<file path="src/rtl/key_reader_pkg.sv">
// key_reader_pkg: shared definitions for the push-button reader.
//   - key_state_e : per-key debounce FSM state encoding
//   - DefDebounce : default debounce window (20 ms at 12 MHz)
//   - DefLong     : default long-press time (1 s at 12 MHz)
package key_reader_pkg;

  typedef enum logic [1:0] {
    StIdle       = 2'd0,
    StPressDeb   = 2'd1,
    StHeld       = 2'd2,
    StReleaseDeb = 2'd3
  } key_state_e;

  localparam int unsigned DefDebounce = 32'd240000;
  localparam int unsigned DefLong     = 32'd12000000;

endpackage

</file>
<file path="src/rtl/key_fsm.sv">
// key_fsm: synchroniser, debounce counter and event FSM for a single active-low key.
// Ports:
//   clk_i      system clock
//   rst_ni     asynchronous active-low reset
//   key_i      raw key pin, active-low, asynchronous to clk_i
//   level_o    debounced state, 1 = pressed
//   press_o    one-cycle pulse when a press is accepted
//   release_o  one-cycle pulse when a release is accepted
//   long_o     one-cycle pulse when a held key reaches LONG cycles
module key_fsm
  import key_reader_pkg::*;
#(
  parameter int unsigned DEBOUNCE = DefDebounce,
  parameter int unsigned LONG     = DefLong
) (
  input  logic clk_i,
  input  logic rst_ni,
  input  logic key_i,
  output logic level_o,
  output logic press_o,
  output logic release_o,
  output logic long_o
);

  localparam logic [31:0] DebLast  = 32'(DEBOUNCE - 1);
  localparam logic [31:0] LongLast = 32'(LONG - 1);

  // Two-flop synchroniser; resets to 1 so a reset looks like "released".
  logic sync1_q, s_q;

  always_ff @(posedge clk_i or negedge rst_ni) begin
    if (!rst_ni) begin
      sync1_q <= 1'b1;
      s_q     <= 1'b1;
    end else begin
      sync1_q <= key_i;
      s_q     <= sync1_q;
    end
  end

  key_state_e  state_q, state_d;
  logic [31:0] cnt_q, cnt_d;
  logic        lf_q, lf_d;
  logic        level_q, level_d;
  logic        press_q, press_d;
  logic        release_q, release_d;
  logic        long_q, long_d;

  always_comb begin
    state_d   = state_q;
    cnt_d     = cnt_q;
    lf_d      = lf_q;
    level_d   = level_q;
    press_d   = 1'b0;
    release_d = 1'b0;
    long_d    = 1'b0;
    unique case (state_q)
      StIdle: begin
        if (!s_q) begin
          state_d = StPressDeb;
          cnt_d   = '0;
        end
      end
      StPressDeb: begin
        if (s_q) begin
          state_d = StIdle;
        end else if (cnt_q == DebLast) begin
          state_d = StHeld;
          cnt_d   = '0;
          level_d = 1'b1;
          press_d = 1'b1;
        end else begin
          cnt_d = cnt_q + 32'd1;
        end
      end
      StHeld: begin
        if (s_q) begin
          state_d = StReleaseDeb;
          cnt_d   = '0;
        end else if (!lf_q) begin
          // Once the long event has fired the counter parks, so it never wraps.
          if (cnt_q == LongLast) begin
            lf_d   = 1'b1;
            long_d = 1'b1;
          end else begin
            cnt_d = cnt_q + 32'd1;
          end
        end
      end
      StReleaseDeb: begin
        if (!s_q) begin
          // Release bounce: back to held; lf survives so long cannot re-fire.
          state_d = StHeld;
          cnt_d   = '0;
        end else if (cnt_q == DebLast) begin
          state_d   = StIdle;
          level_d   = 1'b0;
          lf_d      = 1'b0;
          release_d = 1'b1;
        end else begin
          cnt_d = cnt_q + 32'd1;
        end
      end
      default: state_d = StIdle;
    endcase
  end

  always_ff @(posedge clk_i or negedge rst_ni) begin
    if (!rst_ni) begin
      state_q   <= StIdle;
      cnt_q     <= '0;
      lf_q      <= 1'b0;
      level_q   <= 1'b0;
      press_q   <= 1'b0;
      release_q <= 1'b0;
      long_q    <= 1'b0;
    end else begin
      state_q   <= state_d;
      cnt_q     <= cnt_d;
      lf_q      <= lf_d;
      level_q   <= level_d;
      press_q   <= press_d;
      release_q <= release_d;
      long_q    <= long_d;
    end
  end

  assign level_o   = level_q;
  assign press_o   = press_q;
  assign release_o = release_q;
  assign long_o    = long_q;

endmodule

</file>
<file path="src/rtl/key_reader.sv">
// key_reader: debounced reader for KEYS active-low push-buttons, one independent
// key_fsm per key sharing a clock and reset.
// Ports:
//   clk_i      system clock
//   rst_ni     asynchronous active-low reset
//   key_i      raw key pins, active-low
//   level_o    debounced levels, 1 = pressed
//   press_o    per-key press pulses
//   release_o  per-key release pulses
//   long_o     per-key long-press pulses
module key_reader
  import key_reader_pkg::*;
#(
  parameter int unsigned KEYS     = 3,
  parameter int unsigned DEBOUNCE = DefDebounce,
  parameter int unsigned LONG     = DefLong
) (
  input  logic            clk_i,
  input  logic            rst_ni,
  input  logic [KEYS-1:0] key_i,
  output logic [KEYS-1:0] level_o,
  output logic [KEYS-1:0] press_o,
  output logic [KEYS-1:0] release_o,
  output logic [KEYS-1:0] long_o
);

  for (genvar g = 0; g < KEYS; g++) begin : gen_key
    key_fsm #(
      .DEBOUNCE(DEBOUNCE),
      .LONG    (LONG)
    ) u_key_fsm (
      .clk_i    (clk_i),
      .rst_ni   (rst_ni),
      .key_i    (key_i[g]),
      .level_o  (level_o[g]),
      .press_o  (press_o[g]),
      .release_o(release_o[g]),
      .long_o   (long_o[g])
    );
  end

endmodule

</file>
<file path="config.mk">
export PLATFORM = sky130hd
export DESIGN_NAME = key_reader
export DESIGN_NICKNAME = d
export VERILOG_FILES = /design/src/rtl/key_reader_pkg.sv /design/src/rtl/key_fsm.sv /design/src/rtl/key_reader.sv
export SDC_FILE = /design/constraint.sdc
export NUM_CORES = 1
export LEC_CHECK = 0
export CAP_MARGIN = 5
export CELL_PAD_IN_SITES_DETAIL_PLACEMENT = 1
export CELL_PAD_IN_SITES_GLOBAL_PLACEMENT = 1
export CORE_ASPECT_RATIO = 0.9
export CORE_MARGIN = 8
export CORE_UTILIZATION = 53
export DETAILED_ROUTE_END_ITERATION = 6
export DONT_BUFFER_PORTS = 1
export PLACE_DENSITY = 0.92
export SLEW_MARGIN = 20
export SYNTH_ARGS = -nofsm -noshare
export SYNTH_HDL_FRONTEND = slang
export SYNTH_SLANG_ARGS = --single-unit
</file>
<file path="constraint.sdc">
create_clock -name clk_i -period 6.3 [get_ports clk_i]
set_input_delay 1.89 -clock clk_i [delete_from_list [all_inputs] [get_ports clk_i]]
set_output_delay 1.89 -clock clk_i [all_outputs]
set_load 0.01 [all_outputs]
</file>
## Word level (Yosys, flattened, before mapping)

Cells that the tools add are included.

| word-level totals | value |
|---|---|
| input bits | 5 |
| register bits after elaboration | 123 |
| output and inout port bits | 12 |

| operators by class | value |
|---|---|
| muxes and demuxes | 99 |
| equal/unequal tests | 51 |
| reduce and logical (&&, ||, !) cells | 21 |
| add/subtract/negate cells | 3 |

Operators with widths:

| kind | number |
|---|---|
| 32-bit two-way mux | 24 |
| 32-bit case mux with 4 select lines | 3 |
| 32-bit by 1-bit adder with 32-bit output, second input constant | 3 |
| 32-bit by 18-bit equality test with 1-bit output, second input constant | 3 |
| 32-bit by 24-bit equality test with 1-bit output, second input constant | 3 |
| 1-bit two-way mux | 45 |
| 2-bit two-way mux | 18 |
| 5-bit AND reduction | 6 |
| 2-bit by 1-bit inequality test with 1-bit output, second input constant | 12 |
| 2-bit case mux with 4 select lines | 3 |
| 4-bit AND reduction | 6 |
| 2-bit inequality test, second input constant | 9 |
| 3-bit by 2-bit inequality test with 1-bit output, second input constant | 6 |
| 3-bit inequality test, second input constant | 6 |
| 2-bit equality test, second input constant | 6 |
| 1-bit case mux with 2 select lines | 6 |
| 2-bit nonzero test | 6 |
| 3-bit by 1-bit inequality test with 1-bit output, second input constant | 3 |
| 2-bit by 1-bit equality test with 1-bit output, second input constant | 3 |
| 2-bit logical NOT | 3 |

## Longest topological paths before layout

| logic depth | value |
|---|---|
| word-level depth | 5 |
| mapped depth | 10 |
| gate-level depth less buffers | 8 |

## Cells and area by module

A second synthesis with hierarchy kept.

| second synthesis, totals | value |
|---|---|
| cells, all modules | 776 |
| area, all modules | 7,008.0 um2 |

Modules (own cells, without submodules):

| module | times used | seq. area each (um2) | cells each | area an instance (um2) |
|---|---|---|---|---|
| key_fsm at gen_key[0].u_key_fsm ... | 2 | 1,028.5 | 251 | 2,273.4 |
| key_fsm at gen_key[2].u_key_fsm | 1 | 1,028.5 | 274 | 2,461.1 |

## Worst setup path after synthesis

Ideal clock, no wire load.

| timing | value |
|---|---|
| path type | register -> register |
| from | register gen_key[0].u_key_fsm.cnt_q[0] |
| to | register gen_key[0].u_key_fsm.cnt_q[23] |
| buffers on the path | 1 |
| arrival | 2.431 ns |
| stages on the path, launching flop included | 10 |
| path slack | 3.803 ns |
| cells stage by stage | dfrtp_1 -> ha_1 -> and3_1 -> and4_1 -> clkbuf_1 -> a41oi_2 -> o2bb2ai_2 -> or4_4 -> or4_1 -> nand2_1 |

| between the ends | value |
|---|---|
| cells in the longest elaborated chain, start to end | 5 |
| elaborated cells on any way between the ends | 14 |

Ends and longest elaborated chain:

| element | line | source |
|---|---|---|
| start, declared | key_fsm.sv:42 | `logic [31:0] cnt_q, cnt_d;` |
| start signal, assigned | key_fsm.sv:119 | `cnt_q <= cnt_d;` |
| 32-bit by 1-bit adder with 32-bit output | key_fsm.sv:73, key_fsm.sv:86, key_fsm.sv:101 |  |
| 32-bit two-way mux | key_fsm.sv:82 | `if (cnt_q == LongLast) begin` |
| 32-bit two-way mux | key_fsm.sv:80 | `end else if (!lf_q) begin` |
| 32-bit two-way mux | key_fsm.sv:77 | `if (s_q) begin` |
| 32-bit case mux with 4 select lines | key_fsm.sv:57 | `unique case (state_q)` |

Parallel ways exist; a longest one is shown, timed or not. The select of a mux whose other input is x is not followed.
A chain may end at the register's enable or synchronous reset.

## Worst setup path in the final report

| timing | value |
|---|---|
| from | register gen_key[1].u_key_fsm.cnt_q[0] |
| to | register gen_key[1].u_key_fsm.cnt_q[24] |

| between the ends | value |
|---|---|
| cells in the longest elaborated chain, start to end | 5 |
| elaborated cells on any way between the ends | 14 |

Ends and longest elaborated chain:

| element | line |
|---|---|
| start, declared | key_fsm.sv:42 |
| start signal, assigned | key_fsm.sv:119 |
| 32-bit by 1-bit adder with 32-bit output | key_fsm.sv:73, key_fsm.sv:86, key_fsm.sv:101 |
| 32-bit two-way mux | key_fsm.sv:82 |
| 32-bit two-way mux | key_fsm.sv:80 |
| 32-bit two-way mux | key_fsm.sv:77 |
| 32-bit case mux with 4 select lines | key_fsm.sv:57 |

Parallel ways exist; a longest one is shown, timed or not. The select of a mux whose other input is x is not followed.

==> results.json <==
{
  "run_status": "completed",
  "cell_type_contributing_the_most_total_cell_area_after_synthesis": "sky130_fd_sc_hd__dfrtp_1",
  "quantity_of_i_o_buffers_inserted_on_ports": 0,
  "dpl.hpwl_um": 12400,
  "worst-setup-path-type": "flop to flop",
  "maxCapViolations": 0,
  "pre_repair_dr_iteration_count": 5,
  "power_per_cell_area_nw_per_um2": 250,
  "final.period_utilization": 0.551,
  "cts_max_path_buffers": 2,
  "timing.final.setup_violations": 0,
  "antenna_left": 0,
  "path_cells": "ha_1 -> nand4_1 -> or3_1 -> nor4_1 -> a211o_1 -> buf_4 -> or2_1 -> or3_1 -> o21ai_0",
  "insertion_delay_ns": 0.42,
  "power_frac_comb": 0.037,
  "mostFrequentLayoutCell": "sky130_fd_sc_hd__dfrtp_1",
  "worst_setup_hold_path_clk_slew_ns": 0.06,
  "combined_global_route_utilization_of_all_metal_layers": 0.242,
  "critPathCaptureType": "flop",
  "required_ns": 6.60,
  "post_drt_wl_per_cell_um": 20.9,
  "finalCriticalPeriod_ns": 3.47,
  "cts_root_buffer": "sky130_fd_sc_hd__clkbuf_16",
  "fillerInstances": 1471,
  "clkSinkCount": 123,
  "clkPwrFrac": 0.522,
  "post-synth-top-area-fraction": 0.429,
  "max_slew.worst_pin.slew_ns": 0.968,
  "maxClockFrequency_mhz": 288,
  "synth_sequential_area_ratio": 0.452,
  "design.die.area_um2": 16800,
  "syn-num-nets": 785,
  "antennaDiodeCount": 0,
  "postRouteWirelength_um": 19500,
  "grt_max_degree": 124,
  "final_layout_size_suffix_gt1_frac": 0.0718,
  "num_rows": 39,
  "synth.yosys.warnings": 0,
  "initial_core_util": 0.540,
  "area.sequential_um2": 3090,
  "detailed_route_iter0_violations": 577,
  "grt_antenna_before_repair": 0,
  "final_wtd_congestion": 0.872,
  "syn_area_per_cell_um2": 8.79,
  "critical_path.max_fanout": 35,
  "number_of_global_route_vias_before_repair": 6448,
  "holdPathStages": 0,
  "worstSetupStartpointType": "flop",
  "via_per_inst": 6.60,
  "netlist_instances": 777,
  "synth_area_leaders": "sky130_fd_sc_hd__dfrtp_1 (43%), sky130_fd_sc_hd__o21ai_0 (7.3%), sky130_fd_sc_hd__o31ai_1 (5.1%)",
  "finClkSkew_ns": 0.00813,
  "holdBufCountCts": 0,
  "power_switching_share": 0.230,
  "io-pin-count": 17,
  "critical_path.max_stage_delay_ns": 0.80,
  "power_frac_seq": 0.441,
  "post_cts_buffers": 0,
  "wire_length_of_the_first_global_routing_pass_um": 32800,
  "cell_internal_power_dissipation_uw": 1420,
  "critPathSlowestCell": "sky130_fd_sc_hd__or2_1",
  "ctsResizeCount": 0,
  "drc_errors": 0,
  "cts_inserted_buffers": 17,
  "synth_enable_flop_cells": 0,
  "switchingPower_uw": 424,
  "finish.net_count": 761,
  "vdd.ir_drop.worst_mv": 0.200,
  "hold_class": "flop to flop",
  "synth_flop_cell": "sky130_fd_sc_hd__dfrtp_1",
  "report.final.slew_viol_count": 0,
  "timing.critical_path.arrival_ns": 3.77,
  "area_of_combinational_cells_with_multiple_inputs_um2": 3420,
  "worst_slew_margin_relative_to_its_limit": 0.355,
  "fin_tns_setup_ns": 0,
  "synth.distinct_cells": 61,
  "chipWidth_um": 136,
  "critical_path.most_common_cell": "sky130_fd_sc_hd__or3_1",
  "cts_tree": "done",
  "area_delta_synth_final_pct": 8.14,
  "rsz_0062_raised_after_global_routing": "false",
  "synth_seq_cells": 123,
  "grt-ovfl-total": 0,
  "core_um2": 12600,
  "postSynth.asyncResetShare": 1.00,
  "final.hold.worst_slack_ns": 0.357,
  "mostFrequentLayoutCells": "sky130_fd_sc_hd__dfrtp_1 (117), sky130_fd_sc_hd__o21ai_0 (100), sky130_fd_sc_hd__nor2_1 (76)",
  "cts-htree-levels": 4,
  "final_hold_viol_count": 0,
  "register_to_register_path_depth": 9,
  "vias": 6135,
  "final_core_util": 0.584,
  "leakage_uw": 0.00289,
  "floorplan.die.height_um": 124,
  "mappedNetlistArea_um2": 6830
}
==> flip-flops by register name (all words and copies together), names as in the netlist, named ones only <==
register / cells
gen_key.u_key_fsm.cnt_q: 96
gen_key.u_key_fsm.level_o: 3
gen_key.u_key_fsm.lf_q: 3
gen_key.u_key_fsm.long_o: 3
gen_key.u_key_fsm.press_o: 3
gen_key.u_key_fsm.release_o: 3
gen_key.u_key_fsm.s_q: 3
gen_key.u_key_fsm.state_q: 3
gen_key.u_key_fsm.sync1_q: 3
==> final cells by class <==
cell class,instances,area share
repair buffers,4,0.00407
well taps,164,0.0278
multi-input cells,590,0.463
flip-flops and latches,123,0.418
inverters,17,0.00864
clock buffers,21,0.0624
clock inverters,11,0.0161
==> routing by layer <==
metal	track usage	part of all wire	up-vias
met2	0.417	0.51	104
met4	0.0852	0.013	0
met3	0.0456	0.031	29
met5	0	0	-
met1	0.299	0.44	3186
li1	-	-	2816
==> cell usage after synthesis (12+ instances only) <==
master,count
sky130_fd_sc_hd__nand4_1,14
sky130_fd_sc_hd__a31oi_1,14
sky130_fd_sc_hd__inv_1,17
sky130_fd_sc_hd__a21oi_1,20
sky130_fd_sc_hd__nand2_1,64
sky130_fd_sc_hd__nand3_1,52
sky130_fd_sc_hd__o31ai_1,46
sky130_fd_sc_hd__o21ai_0,100
sky130_fd_sc_hd__nor4_1,12
sky130_fd_sc_hd__buf_4,13
sky130_fd_sc_hd__o41ai_1,17
sky130_fd_sc_hd__nand2b_1,15
sky130_fd_sc_hd__dfrtp_1,117
sky130_fd_sc_hd__nor2_1,76
sky130_fd_sc_hd__and3_1,22
sky130_fd_sc_hd__clkbuf_1,23
sky130_fd_sc_hd__nor3_1,19
sky130_fd_sc_hd__nor2b_1,17
==> final timing paths <==
path | start | slack, ns | end
max in group asynchronous | rst_ni | 4.87 | gen_key[2].u_key_fsm.s_q
worst max-delay path | gen_key[1].u_key_fsm.cnt_q[0] | 2.83 | gen_key[1].u_key_fsm.cnt_q[24]
worst max register to register | gen_key[1].u_key_fsm.cnt_q[0] | 2.83 | gen_key[1].u_key_fsm.cnt_q[24]
worst min-delay path | gen_key[1].u_key_fsm.sync1_q | 0.36 | gen_key[1].u_key_fsm.s_q
min in group asynchronous | rst_ni | 1.17 | gen_key[0].u_key_fsm.cnt_q[22]
worst min register to register | gen_key[1].u_key_fsm.sync1_q | 0.36 | gen_key[1].u_key_fsm.s_q
==> kinds of logic (layout without fill, tap and decap cells) <==
family,after synthesis,count (layout),share of synthesized area
buf+inv,64,53,0.0473
xor+xnor,13,13,0.0167
simple gates,355,355,0.275
mux,1,1,0.00147
compound gates,218,218,0.203
fa+ha+maj,3,3,0.00550
flops,123,123,0.452
==> power groups by stage <==
stage	clock network (uW)	logic, uW	registers (uW)
floorplan	0	53.4	823
global placement	0	59.7	826
detailed placement	0	66.0	828
CTS	976	67.6	814
global route	1010	75.5	815
finish	964	67.7	814
==> worst max-delay path: cells and delay by family, from the launching register on <==
family,cells,cell delay [ns]
compound gates,2,0.25
fa+ha+maj,1,0.25
buf+inv,1,0.30
flops,1,0.39
simple gates,5,2.12
==> per-stage QoR <==
step	instances	setup WS [ns]	cell area (um^2)	power [uW]
3_5_place_dp	898	2.82	6800	894
3_3_place_gp	898	3.10	6800	886
6_report	930	2.83	7380	1850
2_1_floorplan	777	3.80	6830	876
5_1_grt	930	2.56	7380	1900
4_1_cts	930	2.81	7380	1860
Power figures use the tool's default switching activity.
